--- config.mk ---
export PLATFORM = sky130hd
export DESIGN_NAME = adc_spi_sequencer
export DESIGN_NICKNAME = d
export VERILOG_FILES = /design/src/rtl/adc_spi_sequencer.sv
export SDC_FILE = /design/constraint.sdc
export NUM_CORES = 1
export LEC_CHECK = 0
export ABC_AREA = 0
export CORE_MARGIN = 1
export CORE_UTILIZATION = 31
export CTS_CLUSTER_DIAMETER = 120
export CTS_CLUSTER_SIZE = 16
export DETAILED_ROUTE_END_ITERATION = 10
export DONT_BUFFER_PORTS = 1
export PLACE_DENSITY = 0.5
export SYNTH_ARGS = -nofsm -noshare
export SYNTH_HDL_FRONTEND = slang
export SYNTH_SLANG_ARGS = --single-unit
--- constraint.sdc ---
create_clock -name clk -period 3.5 [get_ports clk]
set_clock_uncertainty 0.1 [all_clocks]
set_input_delay 0.35 -clock clk [delete_from_list [all_inputs] [get_ports clk]]
set_output_delay 0.35 -clock clk [all_outputs]
set_load 0.03 [all_outputs]
--- src/rtl/adc_spi_sequencer.sv ---
// ADC conversion sequencer: restarts the ADC, waits out the conversion, loads the
// shift register and clocks the 10-bit result out to the host over sclk/cs_n.
module adc_spi_sequencer #(
   parameter int CONV_CYCLES = 12,
   parameter int SCLK_DIV    = 2
) (
   input  logic       clk,
   input  logic       restart_n,
   input  logic       start,
   input  logic       scan,
   input  logic       ch_sel,
   input  logic       abort,
   input  logic [9:0] adc_data,
   output logic       adc_restart,
   output logic       adc_channel,
   output logic       sr_parallel_load,
   output logic       sr_clk_edge,
   output logic       sclk,
   output logic       cs_n,
   output logic       busy,
   output logic       done,
   output logic       sample_valid,
   output logic       sample_ch,
   output logic [9:0] sample_data
);

   localparam int CNT_MAX = (CONV_CYCLES > SCLK_DIV) ? CONV_CYCLES : SCLK_DIV;
   localparam int CNT_W   = $clog2(CNT_MAX + 1);
   localparam logic [CNT_W-1:0] CONV_LAST = CNT_W'(CONV_CYCLES - 1);
   localparam logic [CNT_W-1:0] DIV_LAST  = CNT_W'(SCLK_DIV - 1);

   typedef enum logic [2:0] {
      IDLE    = 3'd0,
      RESTART = 3'd1,
      CONVERT = 3'd2,
      LOAD    = 3'd3,
      SHIFT   = 3'd4,
      DONE    = 3'd5
   } state_t;

   state_t           state_q, state_d;
   logic [CNT_W-1:0] cnt_q, cnt_d;
   logic [3:0]       bit_q, bit_d;
   logic             scan_q, scan_d;
   logic             adc_channel_q, adc_channel_d;
   logic             sclk_q, sclk_d;
   logic             sr_clk_edge_q, sr_clk_edge_d;
   logic             sample_valid_q, sample_valid_d;
   logic             sample_ch_q, sample_ch_d;
   logic [9:0]       sample_data_q, sample_data_d;
   logic             adc_restart_q, adc_restart_d;
   logic             sr_parallel_load_q, sr_parallel_load_d;
   logic             cs_n_q, cs_n_d;
   logic             busy_q, busy_d;
   logic             done_q, done_d;

   always_comb begin
      state_d        = state_q;
      cnt_d          = cnt_q;
      bit_d          = bit_q;
      scan_d         = scan_q;
      adc_channel_d  = adc_channel_q;
      sclk_d         = 1'b0;
      sr_clk_edge_d  = 1'b0;
      sample_valid_d = 1'b0;
      sample_ch_d    = sample_ch_q;
      sample_data_d  = sample_data_q;

      case (state_q)
         IDLE: begin
            if (start && !abort) begin
               state_d       = RESTART;
               scan_d        = scan;
               adc_channel_d = scan ? 1'b0 : ch_sel;
            end
         end
         RESTART: begin
            state_d = CONVERT;
            cnt_d   = '0;
         end
         CONVERT: begin
            if (cnt_q == CONV_LAST) begin
               state_d = LOAD;
               cnt_d   = '0;
            end else begin
               cnt_d = cnt_q + 1'b1;
            end
         end
         LOAD: begin
            state_d        = SHIFT;
            cnt_d          = '0;
            bit_d          = '0;
            sample_data_d  = adc_data;
            sample_ch_d    = adc_channel_q;
            sample_valid_d = 1'b1;
         end
         SHIFT: begin
            // each bit is SCLK_DIV cycles low followed by SCLK_DIV cycles high
            sclk_d = sclk_q;
            if (cnt_q == DIV_LAST) begin
               cnt_d = '0;
               if (!sclk_q) begin
                  sclk_d = 1'b1;
               end else begin
                  sclk_d = 1'b0;
                  if (bit_q == 4'd9) begin
                     if (scan_q && !adc_channel_q) begin
                        adc_channel_d = 1'b1;
                        state_d       = RESTART;
                     end else begin
                        state_d = DONE;
                     end
                  end else begin
                     bit_d         = bit_q + 4'd1;
                     sr_clk_edge_d = 1'b1;
                  end
               end
            end else begin
               cnt_d = cnt_q + 1'b1;
            end
         end
         DONE: state_d = IDLE;
         default: state_d = IDLE;
      endcase

      // cancel wins over every transition; a sample is only kept if LOAD completed earlier
      if (state_q != IDLE && abort) begin
         state_d        = IDLE;
         cnt_d          = '0;
         bit_d          = '0;
         scan_d         = scan_q;
         adc_channel_d  = adc_channel_q;
         sclk_d         = 1'b0;
         sr_clk_edge_d  = 1'b0;
         sample_valid_d = 1'b0;
         sample_ch_d    = sample_ch_q;
         sample_data_d  = sample_data_q;
      end

      adc_restart_d      = (state_d == RESTART);
      sr_parallel_load_d = (state_d == LOAD);
      cs_n_d             = !((state_d == LOAD) || (state_d == SHIFT));
      busy_d             = (state_d != IDLE);
      done_d             = (state_d == DONE);
   end

   always_ff @(posedge clk or negedge restart_n) begin
      if (!restart_n) begin
         state_q            <= IDLE;
         cnt_q              <= '0;
         bit_q              <= '0;
         scan_q             <= 1'b0;
         adc_channel_q      <= 1'b0;
         sclk_q             <= 1'b0;
         sr_clk_edge_q      <= 1'b0;
         sample_valid_q     <= 1'b0;
         sample_ch_q        <= 1'b0;
         sample_data_q      <= 10'h000;
         adc_restart_q      <= 1'b0;
         sr_parallel_load_q <= 1'b0;
         cs_n_q             <= 1'b1;
         busy_q             <= 1'b0;
         done_q             <= 1'b0;
      end else begin
         state_q            <= state_d;
         cnt_q              <= cnt_d;
         bit_q              <= bit_d;
         scan_q             <= scan_d;
         adc_channel_q      <= adc_channel_d;
         sclk_q             <= sclk_d;
         sr_clk_edge_q      <= sr_clk_edge_d;
         sample_valid_q     <= sample_valid_d;
         sample_ch_q        <= sample_ch_d;
         sample_data_q      <= sample_data_d;
         adc_restart_q      <= adc_restart_d;
         sr_parallel_load_q <= sr_parallel_load_d;
         cs_n_q             <= cs_n_d;
         busy_q             <= busy_d;
         done_q             <= done_d;
      end
   end

   assign adc_restart      = adc_restart_q;
   assign adc_channel      = adc_channel_q;
   assign sr_parallel_load = sr_parallel_load_q;
   assign sr_clk_edge      = sr_clk_edge_q;
   assign sclk             = sclk_q;
   assign cs_n             = cs_n_q;
   assign busy             = busy_q;
   assign done             = done_q;
   assign sample_valid     = sample_valid_q;
   assign sample_ch        = sample_ch_q;
   assign sample_data      = sample_data_q;

endmodule

# Yosys cells after proc, flatten, opt, wreduce, memory -nomap -nowiden
# Index checks and enable logic that the tools add are counted.
[totals] elab_cells=90 regBits=32 output_inout_bits=20 in_bits=16
[classes] eq_ne=19 n_bitwise=1 add_sub_neg=2 reduce_logical=18 mux=35
[ops] cell="$mux 4" count=7
[ops] cell="$mux 3" count=7
[ops] cell="$mux 1" count=17
[ops] cell="$pmux 3 s5" count=1
[ops] cell="$pmux 4 s3" count=1
[ops] cell="$ne 2x2->1 const B" count=5
[ops] cell="$eq 3x2->1 const B" count=3
[ops] cell="$eq 3x3->1 const B" count=3
[ops] cell="$ne 3x3->1 const B" count=3
[ops] cell="$reduce_bool 3->1" count=3
[ops] cell="$add 4x1->4 const B" count=2
[ops] cell="$eq 4x4->1 const B" count=2
[ops] cell="$pmux 4 s2" count=1
[ops] cell="$reduce_and 7->1" count=1
[ops] cell="$eq 3x1->1 const B" count=2
[ops] cell="$eq 4x1->1 const B" count=1
[ops] cell="$reduce_and 4->1" count=1
[ops] cell="$reduce_bool 4->1" count=1
[ops] cell="$logic_and 1x1->1" count=3
[ops] cell="$logic_not 1->1" count=3
[ops] cell="$logic_not 3->1" count=1
[ops] cell="$reduce_and 3->1" count=1
[ops] cell="$pmux 1 s2" count=1
[ops] cell="$reduce_and 2->1" count=1
[ops] cell="other kinds (4)" count=4

# Depth between registers and ports, before layout
# Gate-level depths: netlist of the first run.
[depth] word_depth=11 mapped_depth=7 depth_no_buf=7

# Worst setup path after synthesis of the first run
# OpenSTA, ideal clock, no wires.
[synth_timing] path_type="register to register" from="register state_q[0]" to="register adc_channel_q, in the netlist adc_channel" n_path_buf=1 t_required_ns=3.335 synth_period_minus_slack_ns=1.911 arrival_time_ns=1.746 path_stages_with_launch=7 path_slack_ns=1.589 setup_ns=0.065 path_cell_list="dfrtp_1 > buf_6 > or3b_1 > or3_1 > a31o_2 > nor3_4 > o22a_1"
[synth_between] elab_chain_len=4 elab_cells_between_ends=13 cone_classes="eq/ne (6); mux (1); bitwise (1); reduce/logical (5)"
[synth_rtl] element="start, declared" line_no="41" rtl="state_t state_q, state_d;"
[synth_rtl] element="start signal, assigned" line_no="165" rtl="state_q <= state_d;"
[synth_rtl] element="parallel branches: the longest is 4 deep, another holds $reduce_and 7->1"
[synth_rtl] element="end signal, assigned" line_no="169" rtl="adc_channel_q <= adc_channel_d;"
[synth_rtl] element="end, declared" line_no="45" rtl="logic adc_channel_q, adc_channel_d;"
# Parallel ways; which one is timed is not known.
# A chain may end at the register's enable or synchronous reset.

# Worst setup path in the final report of the first run
[layout_timing] from="register state_q[2]" to="register adc_channel_q, in the netlist adc_channel"
# Same word-level chain as after synthesis.

==> results of run 1 <==
==> layout by cell type (no fill, tap or decap), types with 2 or more instances in the layout <==
cell type,n
nand2_1,5
o22ai_1,2
mux2i_1,2
xnor2_1,3
nor2b_1,3
and3_1,2
clkbuf_8,5
dfrtp_1,31
a21o_1,2
ha_1,4
nand3_1,6
or3_1,3
nand2b_1,2
inv_1,5
mux2_2,13
nor2_1,8
o21ai_0,3
a21oi_1,5
==> power groups by stage <==
stage,sequential [W],clock [W],combinational (W)
global placement,0.000718,0,0.000209
floorplan,0.000692,0,0.000194
global route,0.000729,0.000369,0.000252
finish,0.000713,0.000339,0.000223
CTS,0.000716,0.000350,0.000227
detailed placement,0.000722,0,0.000215
==> metrics by stage <==
| stage | worst slack, ps | area [sq um] | util (%) | std cells | total power (W) |
|---|---|---|---|---|---|
| 3_5_place_dp | 1410 | 1520 | 34.0 | 173 | 0.000937 |
| 6_report | 1390 | 1660 | 37.1 | 183 | 0.00127 |
| 2_1_floorplan | 1590 | 1490 | - | 126 | 0.000886 |
| 5_1_grt | 1220 | 1660 | 37.1 | 183 | 0.00135 |
| 4_1_cts | 1380 | 1660 | 37.1 | 183 | 0.00129 |
| 3_3_place_gp | 1440 | 1520 | 34.0 | 173 | 0.000927 |
==> path summary, 6_finish.rpt <==
kind | cells after the start | start | slack (ps) | endpoint
worst min register to register | 1 | scan_q | 410 | scan_q
max in group asynchronous | 2 | restart_n | 2640 | cs_n
worst max register to register | 5 | state_q[2] | 1390 | adc_channel
min in group asynchronous | 2 | restart_n | 410 | cnt_q[2]
worst max-delay path | 5 | state_q[2] | 1390 | adc_channel
worst min-delay path | 1 | abort | 50 | state_q[1]
==> Yosys cell counts, types with 3 or more instances <==
cell / instances
o21ai_0: 3
clkbuf_1: 3
nor2_1: 8
nand2_1: 5
ha_1: 4
nor2b_1: 3
xnor2_1: 3
nand3_1: 6
inv_1: 5
or3_1: 3
a21oi_1: 5
mux2_2: 13
dfrtp_1: 31
==> cells by family (layout without fill, tap and decap cells) <==
| group | count (synthesis) | in the layout | share of synthesized area [%] |
|---|---|---|---|
| adder cells (fa/ha/maj) | 4 | 4 | 3.37 |
| flip-flops | 32 | 32 | 54.0 |
| buffers and inverters | 10 | 15 | 3.12 |
| AND/OR/NAND/NOR | 41 | 41 | 16.9 |
| multiplexers | 15 | 15 | 11.2 |
| AO/OA/AOI/OAI | 21 | 21 | 9.60 |
| XOR/XNOR | 3 | 3 | 1.77 |
==> routing by layer <==
layer | vias to the layer above | share of wire, % | wire [microns]
li1 | 454 | - | -
met1 | 474 | 43 | 1170
met2 | 18 | 49 | 1320
met3 | 6 | 5.1 | 138
met4 | 0 | 2.6 | 69
met5 | - | 0 | 0
==> final cells by class <==
type | count | area [sq um] | area share, %
Clock buffer | 6 | 72.6 | 4.37
Clock inverter | 2 | 35.0 | 2.11
Inverter | 5 | 18.8 | 1.13
Multi-Input combinational cell | 84 | 637 | 38.4
Sequential cell | 32 | 802 | 48.3
Tap cell | 52 | 65.1 | 3.92
Timing Repair Buffer | 2 | 30.0 | 1.81
==> registers in the layout, summed over array words and instances (netlist names) <==
signal            count
sclk                  1
sr_clk_edge           1
busy                  1
adc_restart           1
sample_data          10
cnt_q                 4
done                  1
cs_n                  1
bit_q                 4
sample_ch             1
adc_channel           1
scan_q                1
sr_parallel_load      1
sample_valid          1
state_q               3
==> impl_results.md, run 1 <==
* Global-route wire length before repair at 4.70 mm
* Maxcap violations at 0
* Number of synthesized flops with an enable pin at 0
* Initial Util at 33.2%
* Combinational Power Share at 17.5%
* Die Width at 71.2 microns
* Post-synth top area cell: dfrtp_1
* TNS Setup at 0 ps
* CP bufs+invs at 0
* DRC at 0
* Slew Viols, Final at 0
* Synth top area cells: dfrtp_1, mux2_2, ha_1
* Status: completed
* Setup Crit Path Kind: flop to flop
* Final-stage net count at 150
* Cell family with most CP delay: simple AND/OR/NAND/NOR gates
* CTS Buf Count at 5
* # resized after CTS at 0
* Ys async rst share at 100%
* I/O pin cnt at 36
* Syn_nets at 146
* PD cells at 768 mW/mm^2
* Post-CTS setup buffers at 0
* Post-synth top area share at 52.2%
* Hold_ws at 52.1 ps
* Fill cells at 436
* Switching share of power at 36.8%
* Vias in the first global route at 989
* Initial antenna violation count at 0
* Top Usage Layer GRT: met2
* Fin crit share at 60.2%
* Clock tree from TritonCTS: built
* Cts-stage hold buffer count at 2
* Clock-pin slew on the worst setup and hold paths at 60 ps
* Routed WL at 2.71 mm
* FP Rows at 24
* Starting DRT DRC Count at 38
* Core area at 0.00447 sq mm
* Die Y at 71.2 microns
* Seq cells post-synth at 32
* WP data required at 3610 ps
* Clk sinks at 32
* P_int at 0.000806 W
* Setup crit end kind: flop
* Met2 Use GR at 18.0%
* GR Util met1 at 15.3%
* Worst slew pin tran at 532 ps
* Slew margin rel. at 64.5%
* Sequential Power Share at 55.9%
* Netlist cell types at 42
* Number of routed nets with antenna violations at 0
* Psw at 0.000469 W
* Crit-path cells: or3b_1, or3_1, a31o_2, nor3_4, o22a_1
* Final setup viols at 0
* Avg Synthesized Cell Area at 11.8 sq um
* Total die area at 0.00507 sq mm
* Htree depth at 2
* Synthesized area at 0.00149 sq mm
* Seq/Total Area, Yosys at 54.0%
* Share of layout cells above drive strength 1 at 19.8%
* Root Buffer: clkbuf_8
* Largest net degree at the start of global routing at 33
* First-pass detailed-route iteration total at 4
* GP Congestion at 0.704
* Minimum clock period at 2110 ps
* Final hold viol count at 0
* VDD IR-drop max at 0.369 mV
* Cell count after synthesis at 126
* DR vias/cell at 5.20
* Arr. time, crit path at 2220 ps
* Synth-to-Final Area Change at 11.8%
* Most used DFF post-synth: dfrtp_1
* Max clock buf depth at 2
* IO buf count at 0
* Slowest stage delay, CP at 590 ps
* Max frequency at 0.475 GHz
* Clock power share at 26.6%
* DPL Wire Length at 1.97 mm
* Path type of the worst min-delay path: input port to flop
* Worst-path maximum fanout at 15
* Worst-Skew Late Latency at 270 ps
* N_diodes at 0
* Routed vias at 952
* Met3 Use GR at 3.94%
* Total grt overflow at 0
* Gr usage total at 12.1%
* Synth warnings at 0
* DR WL/cell at 14.8 microns
* RSZ-0062 raised after global routing: no
* Slowest-stage cell, CP: dfrtp_1
* Leakage at 0.747 nW
* CP Launch Type: flop
No activity file was read; power rests on OpenSTA's default activity.
==> inputs of run 2 (changes only) <==
- PLACE_DENSITY: 0.5 -> 0.51
- clock period: 3.5 -> 1.8 ns (I/O delays scaled with it)
==> impl_results.md, run 2 (same netlist as run 1, synthesis figures left out) <==
* Arr. time, crit path at 2020 ps (-200 ps)
* Fill cells at 392 (-10%)
* DPL Wire Length at 2.22 mm (+13%)
* Clock tree from TritonCTS: built
* Worst-Skew Late Latency at 280 ps (about the same)
* Max reg flops at 10 (unchanged)
* Starting DRT DRC Count at 63 (+66%)
* Die Width at 71.2 microns (unchanged)
* Max clock buf depth at 2 (unchanged)
* Number of routed nets with antenna violations at 0 (unchanged)
* Minimum clock period at 1910 ps (-202 ps)
* First-pass detailed-route iteration total at 4 (unchanged)
* Slew Viols, Final at 0 (unchanged)
* PD cells at 1330 mW/mm^2 (+73%)
* Synth-to-Final Area Change at 51.6%
* Clk sinks at 32 (unchanged)
* WP data required at 1920 ps (-1690 ps)
* FP Rows at 24 (unchanged)
* Clock-pin slew on the worst setup and hold paths at 70 ps (about the same)
* Final Util at 50.3% (+13 points)
* N_diodes at 0 (unchanged)
* I/O pin cnt at 36 (unchanged)
* VDD IR-drop max at 0.647 mV (+75%)
* GR Util met1 at 16.7% (+1.4 points)
* Top Usage Layer GRT: met2
* Initial antenna violation count at 0 (unchanged)
* Total grt overflow at 0 (unchanged)
* FF+latch area at 805 sq um (+0.31%)
* Die Y at 71.2 microns (unchanged)
* CP Launch Type: flop
* Path type of the worst min-delay path: input port to flop
* Vias in the first global route at 1158 (+17%)
* Htree depth at 2 (unchanged)
* Met3 Use GR at 4.08% (+0.14 points)
* Setup crit end kind: flop
* Leakage at 0.994 nW (+33%)
* CTS Buf Count at 5 (unchanged)
* Total die area at 0.00507 sq mm (unchanged)
* Share of layout cells above drive strength 1 at 48.0% (+28 points)
* Global-route wire length before repair at 5.40 mm (+15%)
* Met2 Use GR at 22.6% (+4.7 points)
* Final worst slack at -105 ps (-1500 ps)
* Routed WL at 3.46 mm (+28%)
* Maxcap violations at 0 (unchanged)
* Root Buffer: clkbuf_8
* Final setup viols at 4 (+4)
* IO buf count at 0 (unchanged)
* Failing checks: setup timing
* GP Congestion at 0.837 (+19%)
* RSZ-0062 raised after global routing: yes
* Slew margin rel. at 78.2% (+14 points)
* Fin crit share at 106% (+46 points)
* Pre-CTS WS at -86.9 ps (-1490 ps)
* DR WL/cell at 15.1 microns (+2.2%)
* Worst-path maximum fanout at 5 (-10)
* Final hold viol count at 0 (unchanged)
* Worst R2R Setup Slack at -110 ps (-1500 ps)
* Status: finished, violations left
* DRC at 0 (unchanged)
* Gr usage total at 13.6% (+1.5 points)
* Routed vias at 1171 (+23%)
* Initial Util at 33.2% (unchanged)
* Max frequency at 0.525 GHz (+11%)
* Final-stage net count at 196 (+31%)
* Largest net degree at the start of global routing at 33 (unchanged)
* Setup Crit Path Kind: flop to flop
* Most frequent cells in the layout: dfrtp_1, buf_4, mux2_2, dlygate4sd3_1
* DR vias/cell at 5.11 (-1.7%)
* Core area at 0.00447 sq mm (unchanged)
* Worst slew pin tran at 324 ps (-208 ps)
* Area of the multi-input gates at 823 sq um (+29%)
[run 2: final cells by class]
cell class,instances,area share [%]
clock inverters,2,1.56
repair buffers,48,19.2
clock buffers,6,3.22
multi-input cells,84,36.6
well taps,52,2.89
flip-flops and latches,32,35.7
inverters,5,0.833
[run 2: final timing paths]
| kind | from | endpoint | cells past startpoint |
|---|---|---|---|
| max | state_q[2] | adc_channel | 5 |
| min | scan | adc_channel | 2 |
| max reg2reg | state_q[2] | adc_channel | 5 |
| min reg2reg | scan_q | scan_q | 1 |
| max in group asynchronous | restart_n | cs_n | 2 |
| min in group asynchronous | restart_n | sr_clk_edge | 2 |
[run 2: repair_timing]
action	4_1_cts	5_1_grt
setup buffers	1	6
endpoints found under the hold margin	44	0
pin swaps	3	7
resized for setup	8	31
hold buffers	14	0
setup endpoints to repair	9	23
[run 2: critical path, stage by stage, from the launching register on]
cell and delay [ps]:
dfrtp_1 430, or3b_1 390, or3_4 400, a31o_4 250, nor3_4 130, o22a_1 140
[run 2: through the flow]
stage          area (sq um)  hold slack, ps  std cells  TNS [ps]  power (W)
3_3_place_gp           1750            -215        200      -196    0.00198
3_5_place_dp           1750            -215        200      -392    0.00201
5_1_grt                2250            35.2        229      -848    0.00314
2_1_floorplan          1490            -216        126     -25.2    0.00173
6_report               2250            29.0        229      -247    0.00298
4_1_cts                2040            21.4        223      -132    0.00277
[run 2: routing by layer]
layer / wire length, microns / part of all wire [%]
met2: 1900 / 55
met3: 164 / 4.7
met5: 0 / 0
met4: 39 / 1.1
met1: 1360 / 39
[run 2: power breakdown]
part | total (W) | internal, W | switching [W] | leakage, nW
clock | 0.000667 | 0.000410 | 0.000256 | 0.0552
sequential | 0.00137 | 0.000920 | 0.000453 | 0.417
combinational | 0.000944 | 0.000560 | 0.000384 | 0.522
total | 0.00298 | 0.00189 | 0.00109 | 0.994
